`src/rtl/sif_pkg.sv`:
```
// Shared SIF definitions: bus widths, the write-record layout and the
// encoding of the overflow flag.
package sif_pkg;

    localparam int unsigned SIF_AW = 16;
    localparam int unsigned SIF_DW = 16;

    typedef struct packed {
        logic [SIF_AW-1:0] addr;
        logic [SIF_DW-1:0] data;
    } sif_wr_t;

    localparam logic [0:0] OVF_CLEAR = 1'b0;
    localparam logic [0:0] OVF_SET   = 1'b1;

endpackage

```
`src/rtl/sif_wa_buffer_if.sv`:
```
// Write-capture side (wa_*) and downstream drain side (m_*) of the buffer.
interface sif_wa_buffer_if
    import sif_pkg::*;
#(
    parameter int unsigned AW = SIF_AW,
    parameter int unsigned DW = SIF_DW
);
    logic          wa_wr_s;
    logic [AW-1:0] wa_addr;
    logic [DW-1:0] wa_data_wr;
    logic          m_valid;
    logic [AW-1:0] m_addr;
    logic [DW-1:0] m_data;
    logic          m_ready;

    modport slave (
        input  wa_wr_s, wa_addr, wa_data_wr, m_ready,
        output m_valid, m_addr, m_data
    );

    modport master (
        output wa_wr_s, wa_addr, wa_data_wr, m_ready,
        input  m_valid, m_addr, m_data
    );
endinterface

```
`src/rtl/sif_fifo.sv`:
```
// Generic first-word-fall-through synchronous FIFO; the caller guarantees
// push is never issued when full without a pop, and pop never when empty.
module sif_fifo #(
    parameter int unsigned WIDTH = 32,
    parameter int unsigned DEPTH = 8
) (
    input  logic                     clk,
    input  logic                     rst_n,
    input  logic                     push,
    input  logic                     pop,
    input  logic [WIDTH-1:0]         wdata,
    output logic [WIDTH-1:0]         rdata,
    output logic [$clog2(DEPTH):0]   level,
    output logic                     full,
    output logic                     empty
);
    localparam int unsigned PW = $clog2(DEPTH);
    localparam int unsigned LW = PW + 1;

    logic [WIDTH-1:0] mem_q [DEPTH];
    logic [PW-1:0]    wr_ptr_q, wr_ptr_d;
    logic [PW-1:0]    rd_ptr_q, rd_ptr_d;
    logic [LW-1:0]    level_q, level_d;

    always_comb begin
        wr_ptr_d = wr_ptr_q;
        rd_ptr_d = rd_ptr_q;
        level_d  = level_q;
        if (push) wr_ptr_d = wr_ptr_q + 1'b1;
        if (pop)  rd_ptr_d = rd_ptr_q + 1'b1;
        case ({push, pop})
            2'b10:   level_d = level_q + 1'b1;
            2'b01:   level_d = level_q - 1'b1;
            default: level_d = level_q;
        endcase
    end

    always_ff @(posedge clk or negedge rst_n) begin
        if (!rst_n) begin
            wr_ptr_q <= '0;
            rd_ptr_q <= '0;
            level_q  <= '0;
        end else begin
            wr_ptr_q <= wr_ptr_d;
            rd_ptr_q <= rd_ptr_d;
            level_q  <= level_d;
        end
    end

    // Storage is deliberately not reset.
    always_ff @(posedge clk) begin
        if (push) mem_q[wr_ptr_q] <= wdata;
    end

    assign rdata = mem_q[rd_ptr_q];
    assign level = level_q;
    assign full  = (level_q == LW'(DEPTH));
    assign empty = (level_q == '0);

endmodule

```
`src/rtl/sif_wa_buffer.sv`:
```
// Queues SIF slave writes for the backing store; the wa side cannot stall,
// so writes arriving while full (with no pop) are dropped and counted.
module sif_wa_buffer
    import sif_pkg::*;
#(
    parameter int unsigned DEPTH = 8,
    parameter int unsigned AW    = SIF_AW,
    parameter int unsigned DW    = SIF_DW
) (
    input  logic                   clk,
    input  logic                   rst_n,
    sif_wa_buffer_if.slave         bus,
    output logic [$clog2(DEPTH):0] level,
    output logic                   full,
    output logic                   empty,
    output logic                   ovf,
    output logic [7:0]             drop_cnt,
    input  logic                   ovf_clr
);
    localparam int unsigned W = AW + DW;

    logic         push, pop, drop;
    logic         fifo_full, fifo_empty;
    logic [W-1:0] wdata, rdata;
    logic [0:0]   ovf_q, ovf_d;
    logic [7:0]   drop_cnt_q, drop_cnt_d;
    logic [7:0]   cnt_base;

    // A pop frees the slot in the same cycle, so a full queue still accepts.
    assign pop  = !fifo_empty && bus.m_ready;
    assign push = bus.wa_wr_s && (!fifo_full || pop);
    assign drop = bus.wa_wr_s && fifo_full && !pop;

    // Record layout {addr, data} matches sif_wr_t.
    assign wdata = {bus.wa_addr, bus.wa_data_wr};

    sif_fifo #(
        .WIDTH (W),
        .DEPTH (DEPTH)
    ) u_fifo (
        .clk   (clk),
        .rst_n (rst_n),
        .push  (push),
        .pop   (pop),
        .wdata (wdata),
        .rdata (rdata),
        .level (level),
        .full  (fifo_full),
        .empty (fifo_empty)
    );

    assign bus.m_valid            = !fifo_empty;
    assign {bus.m_addr, bus.m_data} = rdata;
    assign full                   = fifo_full;
    assign empty                  = fifo_empty;

    // Clear is applied first so a same-cycle drop restarts the count at 1.
    always_comb begin
        cnt_base   = ovf_clr ? '0 : drop_cnt_q;
        ovf_d      = ovf_clr ? OVF_CLEAR : ovf_q;
        drop_cnt_d = cnt_base;
        if (drop) begin
            ovf_d      = OVF_SET;
            drop_cnt_d = (&cnt_base) ? cnt_base : cnt_base + 8'd1;
        end
    end

    always_ff @(posedge clk or negedge rst_n) begin
        if (!rst_n) begin
            ovf_q      <= OVF_CLEAR;
            drop_cnt_q <= '0;
        end else begin
            ovf_q      <= ovf_d;
            drop_cnt_q <= drop_cnt_d;
        end
    end

    assign ovf      = (ovf_q == OVF_SET);
    assign drop_cnt = drop_cnt_q;

endmodule

```
`src/flat_wrapper.sv`:
```
// flat-port wrapper written by rule: the top's interface ports become plain ports
module sif_wa_buffer_flat import sif_pkg::*;
#(
    parameter int unsigned DEPTH = 8,
    parameter int unsigned AW    = SIF_AW,
    parameter int unsigned DW    = SIF_DW
)
  (clk, rst_n, level, full, empty, ovf, drop_cnt, ovf_clr, bus_wa_wr_s, bus_wa_addr, bus_wa_data_wr, bus_m_ready, bus_m_valid, bus_m_addr, bus_m_data);
  sif_wa_buffer_if #(.AW(AW), .DW(DW)) bus_i ();
  input  logic clk;
  input  logic rst_n;
  output logic [$clog2(DEPTH):0] level;
  output logic full;
  output logic empty;
  output logic ovf;
  output logic [7:0] drop_cnt;
  input  logic ovf_clr;
  input wire logic [$bits(bus_i.wa_wr_s)-1:0] bus_wa_wr_s;
  input wire logic [$bits(bus_i.wa_addr)-1:0] bus_wa_addr;
  input wire logic [$bits(bus_i.wa_data_wr)-1:0] bus_wa_data_wr;
  input wire logic [$bits(bus_i.m_ready)-1:0] bus_m_ready;
  output wire logic [$bits(bus_i.m_valid)-1:0] bus_m_valid;
  output wire logic [$bits(bus_i.m_addr)-1:0] bus_m_addr;
  output wire logic [$bits(bus_i.m_data)-1:0] bus_m_data;
  assign bus_i.wa_wr_s = bus_wa_wr_s;
  assign bus_i.wa_addr = bus_wa_addr;
  assign bus_i.wa_data_wr = bus_wa_data_wr;
  assign bus_i.m_ready = bus_m_ready;
  assign bus_m_valid = bus_i.m_valid;
  assign bus_m_addr = bus_i.m_addr;
  assign bus_m_data = bus_i.m_data;
  sif_wa_buffer #(.DEPTH(DEPTH), .AW(AW), .DW(DW)) u_core (.clk(clk), .rst_n(rst_n), .bus(bus_i), .level(level), .full(full), .empty(empty), .ovf(ovf), .drop_cnt(drop_cnt), .ovf_clr(ovf_clr));
endmodule
```
`config.mk`:
```
export PLATFORM = sky130hd
export DESIGN_NAME = sif_wa_buffer_flat
export DESIGN_NICKNAME = d
export VERILOG_FILES = /design/src/rtl/sif_pkg.sv /design/src/rtl/sif_wa_buffer_if.sv /design/src/rtl/sif_fifo.sv /design/src/rtl/sif_wa_buffer.sv /design/src/flat_wrapper.sv
export SDC_FILE = /design/constraint.sdc
export NUM_CORES = 1
export LEC_CHECK = 0
export BUFFER_PORTS_ARGS = -buffer_cell sky130_fd_sc_hd__buf_2
export CORE_MARGIN = 2
export CORE_UTILIZATION = 30
export CTS_CLUSTER_DIAMETER = 40
export DETAILED_ROUTE_END_ITERATION = 10
export PLACE_DENSITY_LB_ADDON = 0.2
export SYNTH_ARGS = -nofsm -noshare
export SYNTH_HDL_FRONTEND = slang
export SYNTH_HIERARCHICAL = 1
export SYNTH_SLANG_ARGS = --single-unit
export TNS_END_PERCENT = 1
```
`constraint.sdc`:
```
create_clock -name clk -period 4.1 [get_ports clk]
set_input_delay 0.41 -clock clk [delete_from_list [all_inputs] [get_ports clk]]
set_output_delay 0.41 -clock clk [all_outputs]
set_load 0.02 [all_outputs]
```
* After elaboration in Yosys (flattened, before gate mapping)
Memories as Yosys holds them, arrays and structs flattened.
Cells that the tools add are included.
** Operators by class
- $add $sub $neg :: 5
- Equality and inequality tests :: 3
- Mux-type cells :: 8
- Reductions and logical operators :: 12
** Operators by type and width (count)
- 8-bit 2-to-1 mux :: 3
- 8-bit by 1-bit adder with 8-bit output (second input constant) :: 1
- 4-bit case mux with 2 select lines :: 1
- 8-bit AND reduction :: 1
- 3-bit by 1-bit adder with 3-bit output (second input constant) :: 2
- 4-bit by 1-bit adder with 4-bit output (second input constant) :: 1
- 4-bit equality test (second input constant) :: 1
- 1-bit logical AND :: 4
- 4-bit logical NOT :: 1
- 1-bit 2-to-1 mux :: 4
- 2-bit nonzero test :: 2
- 4-bit by 1-bit subtractor with 4-bit output (second input constant) :: 1
- 1-bit logical NOT :: 3
- 2-bit by 1-bit equality test with 1-bit output (second input constant) :: 1
- 2-bit equality test (second input constant) :: 1
- 1-bit logical OR :: 1
** Storage, ports and cells
- Bits in registers :: 19
- RAM bits :: 256
- Input port bits :: 37
- Memories :: 1
** Memory list
- u_core.u_fifo.mem_q :: depth 8, width 32, rd ports 1, clocked after Yosys merged registers in 0, wr ports 1, RTL line sif_fifo.sv:20 : logic [WIDTH-1:0] mem_q [DEPTH];

* Logic depth before layout (Yosys ltp)
- Word-level depth :: 7
- Mapped depth :: 11
- Mapped depth without buffers :: 11

* By module
Netlist, hierarchy kept.
** By module, submodules not included
- sif_fifo :: times used 1, cells each 424, area each 10292.4 um^2, sequential area each 7937.6 um^2
- sif_wa_buffer :: times used 1, cells each 53, area each 501.7 um^2, sequential area each 225.2 um^2

* Least setup slack after synthesis
No wires, ideal clock.
- Path kind :: register to register
- Start point :: register u_core.u_fifo.level_q[1], in the netlist u_core/u_fifo/level[1]
- End point :: memory u_core.u_fifo.mem_q[1][0] (enable)
- Setup time :: 461 ps
- Data arrival time :: 3846 ps
- Required time :: 3639 ps
- Path slack :: -207 ps
- Stages on the path, launching flop included :: 6
- Clock period less this slack :: 4307 ps
- Path through :: dfrtp_1 > nor4_1 > nand2b_1 > a21boi_0 > nand2_1 > nor3_1
** On the way
- Word-level cells in the longest chain between the ends :: 7
- Elaborated cells between the ends (all ways) :: 9
- Those cells by class :: eq/ne: 1; mux: 2; reduce/logical: 6
** Ends and longest elaborated chain
- start, declared :: RTL line sif_fifo.sv:23 : logic [LW-1:0] level_q, level_d;
- start signal, assigned :: RTL line sif_fifo.sv:46 : level_q <= level_d;
- 4-bit logical NOT :: RTL line sif_fifo.sv:58 : assign empty = (level_q == '0);
- net empty :: RTL line flat_wrapper.sv:14 : output logic empty;
- 1-bit logical NOT :: RTL line sif_wa_buffer.sv:30 : assign pop = !fifo_empty && bus.m_ready;
- 1-bit logical AND :: RTL line sif_wa_buffer.sv:30
- 1-bit logical OR :: RTL line sif_wa_buffer.sv:31 : assign push = bus.wa_wr_s && (!fifo_full || pop);
- 1-bit logical AND :: RTL line sif_wa_buffer.sv:31
- net u_core.push :: RTL line sif_wa_buffer.sv:22 : logic push, pop, drop;
- 1-bit 2-to-1 mux :: RTL line sif_fifo.sv:52 : if (push) mem_q[wr_ptr_q] <= wdata;
- 1-bit 2-to-1 mux (implied by the code) :: RTL line sif_fifo.sv:52
- end, declared :: RTL line sif_fifo.sv:20
The timed path passes the listed nets, and every way through them passes these cells.

* Worst setup path after layout
- Start point :: register u_core.u_fifo.rd_ptr_q[0]
- End point :: output bus_m_data[14]
** On the way
- Word-level cells in the longest chain between the ends :: 1
** Ends and longest elaborated chain
- start, declared :: RTL line sif_fifo.sv:22 : logic [PW-1:0] rd_ptr_q, rd_ptr_d;
- start signal, assigned :: RTL line sif_fifo.sv:45 : rd_ptr_q <= rd_ptr_d;
- memory 8 x 32 bit
- end, declared :: RTL line flat_wrapper.sv:24 : output wire logic [$bits(bus_i.m_data)-1:0] bus_m_data;
No other way between the ends.

==> flow_metrics.tcl <==
set metrics [dict create \
    status "complete, no violations" \
    setup_violations 0 \
    rows 69 \
    ir_drop_uv 446.9 \
    fmax_mhz 306.4 \
    area_growth_pct 22.45 \
    first_global_vias 5710 \
    arrival_ps 2850 \
    cts_buffers 42 \
    period_minus_slack_ps 3264 \
    drt-total-wl_um 22260 \
    syn_avg_cell_area_sq_um 22.63 \
    tightest_slew_ps 973.5 \
    gp_congestion 0.7551 \
    start_util 0.3042 \
    maxSlewHeadroom 0.3510 \
    hold_buffers 1 \
    finalCritPeriodShare 0.7961 \
    grt_pass1_wl_um 34350 \
    cts_setup_buffers 0 \
    via_count 5187 \
    crit_chain "buf_12, mux4_1, mux2_2, buf_2" \
    n_antenna_cell 0 \
    cell_internal_pwr_mw 6.901 \
    setup.worst_path.class "reg2out" \
    post-place-ws_ps 1046 \
    antenna_found_initial 0 \
    rsz0062_at_grt "no" \
    drcViolationCount 0 \
    hpwlAfterDp_um 12890 \
    crit_buf_inv 2 \
    gr-usage-all-layers 0.1195 \
    dr.pass1.iters 5 \
    syn_nets 519 \
    syn_area_sq_mm 0.01079 \
    synth.distinct_cells 37 \
    cts_buffer_depth 3 \
    leakagePower_nw 4.501 \
    cpMaxStageDelayCell "dfrtp_4" \
    p_seq_frac 0.396 \
    synth_seq_cells 275 \
    synth_cells 477 \
    power_density_mw_per_mm2 749.4 \
    drt_iter0_markers 278 \
    pin_count 85 \
    hold_viol 0 \
    final_common_cell "edfxtp_1" \
    core_sq_mm 0.03548 \
    clk_latency_ps 510 \
    holdCritPathClass "in2reg" \
    die-area_sq_mm 0.03751 \
    numPortBuffers 84 \
    cp_max_fo 42 \
    p_sw_frac 0.3033 \
    finalMaxSlewViolations 0 \
    combPwrFrac 0.263 \
    ant_nets 0 \
    required_ps 3690 \
    critPathTopFamily "flip-flops" \
    gr-total-overflow 0 \
    cts_tree "built" \
    cts_resized 0 \
    viasPerCell 4.750 \
    ys_warn_count 6 \
    drive_above_1_share 0.3994 \
    clk_pin_slew_ps 60 \
    htreeDepth 2 \
    power.share.clock 0.341 \
    endpoint_kind "primary output" \
    cp-start-kind "flop" \
    setup_slack_ps 835.9 \
    skew_ps 9.311 \
    final_cell_mix "256 x edfxtp_1, 84 x buf_2, 43 x clkbuf_16, 39 x mux4_2, 35 x mux2_2" \
    clock_sinks 275 \
    cts_root_buf "clkbuf_16" \
    fp.dieH_um 193.7 \
    cap_violations 0 \
    die_w_um 193.7 \
    grt_max_degree 43 \
    nNetsFinal 641 \
    p_switching_mw 3.004 \
    ys_seq_area_frac 0.7562 \
    slowest_delay_ps 960 \
    power_mw 9.905 \
    avgRoutedWirePerCell_um 20.38 \
]
[power groups by stage]
stage | clock (mW) | sequential (mW) | combinational, mW
after floorplan | 0 | 3.72 | 2.04
after global placement | 0 | 3.97 | 2.66
after detailed placement | 0 | 4.00 | 2.67
after CTS | 3.48 | 3.95 | 2.68
after global routing | 3.59 | 3.99 | 2.80
final | 3.38 | 3.92 | 2.61
[registers in the layout, indices dropped and copies added (netlist names)]
register                flops
u_core/u_fifo/rd_ptr_q      3
u_core/u_fifo/mem_q       256
u_core/u_fifo/wr_ptr_q      3
u_core/ovf                  1
u_core/u_fifo/level         4
u_core/drop_cnt             8
[cells in the mapped netlist (all sizes together)]
cell type / instances / area, sq um
mux2: 35 / 394.1
mux4: 64 / 1535
nand2: 9 / 33.78
nor2: 11 / 41.29
nand2b: 5 / 38.78
ha: 5 / 62.56
dfrtp: 19 / 475.5
a211oi: 2 / 20.02
clkbuf: 6 / 22.52
o32ai: 1 / 8.760
xor2: 6 / 52.55
a41oi: 1 / 8.760
inv: 5 / 18.77
nor4: 3 / 33.78
nor4b: 1 / 8.760
edfxtp: 256 / 7687
nor2b: 4 / 25.02
o21ai: 1 / 5.000
a31oi: 5 / 31.28
or3: 1 / 6.260
xnor2: 3 / 26.28
a21oi: 8 / 40.04
buf: 13 / 130.1
a21boi: 2 / 15.01
nand3: 2 / 15.01
nor3: 8 / 45.04
and4bb: 1 / 12.51
[final cells by class]
type                            instances  area, sq um
Fill cell                            3245        22270
Sequential cell                       275         8169
Multi-Input combinational cell        178         2521
Clock buffer                           46         1097
Tap cell                              461        576.8
Timing Repair Buffer                   97        570.5
Clock inverter                         30        264.0
Inverter                                5        18.77
[layer usage]
| layer | wire (um) | vias to the layer above | GRT usage |
|---|---|---|---|
| met5 | 0 | - | 0 |
| met1 | 9850 | 2747 | 0.1539 |
| met3 | 928 | 50 | 0.02661 |
| li1 | - | 2274 | - |
| met4 | 537 | 0 | 0.03845 |
| met2 | 10940 | 116 | 0.2011 |
[cells by family after synthesis]
kind of cell,Yosys count,synth area share
flip-flops,275,0.7562
multiplexers,99,0.1787
AND/OR/NAND/NOR,45,0.02411
buffers and inverters,24,0.01588
AO/OA/AOI/OAI,20,0.01194
XOR/XNOR,9,0.007303
adder cells (fa/ha/maj),5,0.005796
[through the flow]
stage	instances	cell area [sq um]	TNS (ps)	util	hold WS, ps
2_1_floorplan	477	10800	-6506	-	114.4
3_3_place_gp	1015	11850	0	0.3339	381.6
3_5_place_dp	1015	11850	0	0.3339	398.6
4_1_cts	1092	13220	0	0.3725	151.7
5_1_grt	1092	13220	0	0.3725	161.2
6_report	1092	13220	0	0.3725	165.4
[final timing paths]
check                                           from                          to  slack (ps)  depth (start not counted)
max                        u_core/u_fifo/rd_ptr_q[0]              bus_m_data[14]         840                          4
min reg2reg                u_core/u_fifo/wr_ptr_q[0]   u_core/u_fifo/wr_ptr_q[0]         520                          1
max reg2reg                   u_core/u_fifo/level[2]      u_core/u_fifo/level[2]        1080                         10
max in group asynchronous                      rst_n   u_core/u_fifo/rd_ptr_q[0]        3330                          2
min                                   bus_wa_addr[7]  u_core/u_fifo/mem_q[3][23]         170                          1
min in group asynchronous                      rst_n          u_core/drop_cnt[5]         390                          2
Power figures use the tool's default switching activity.
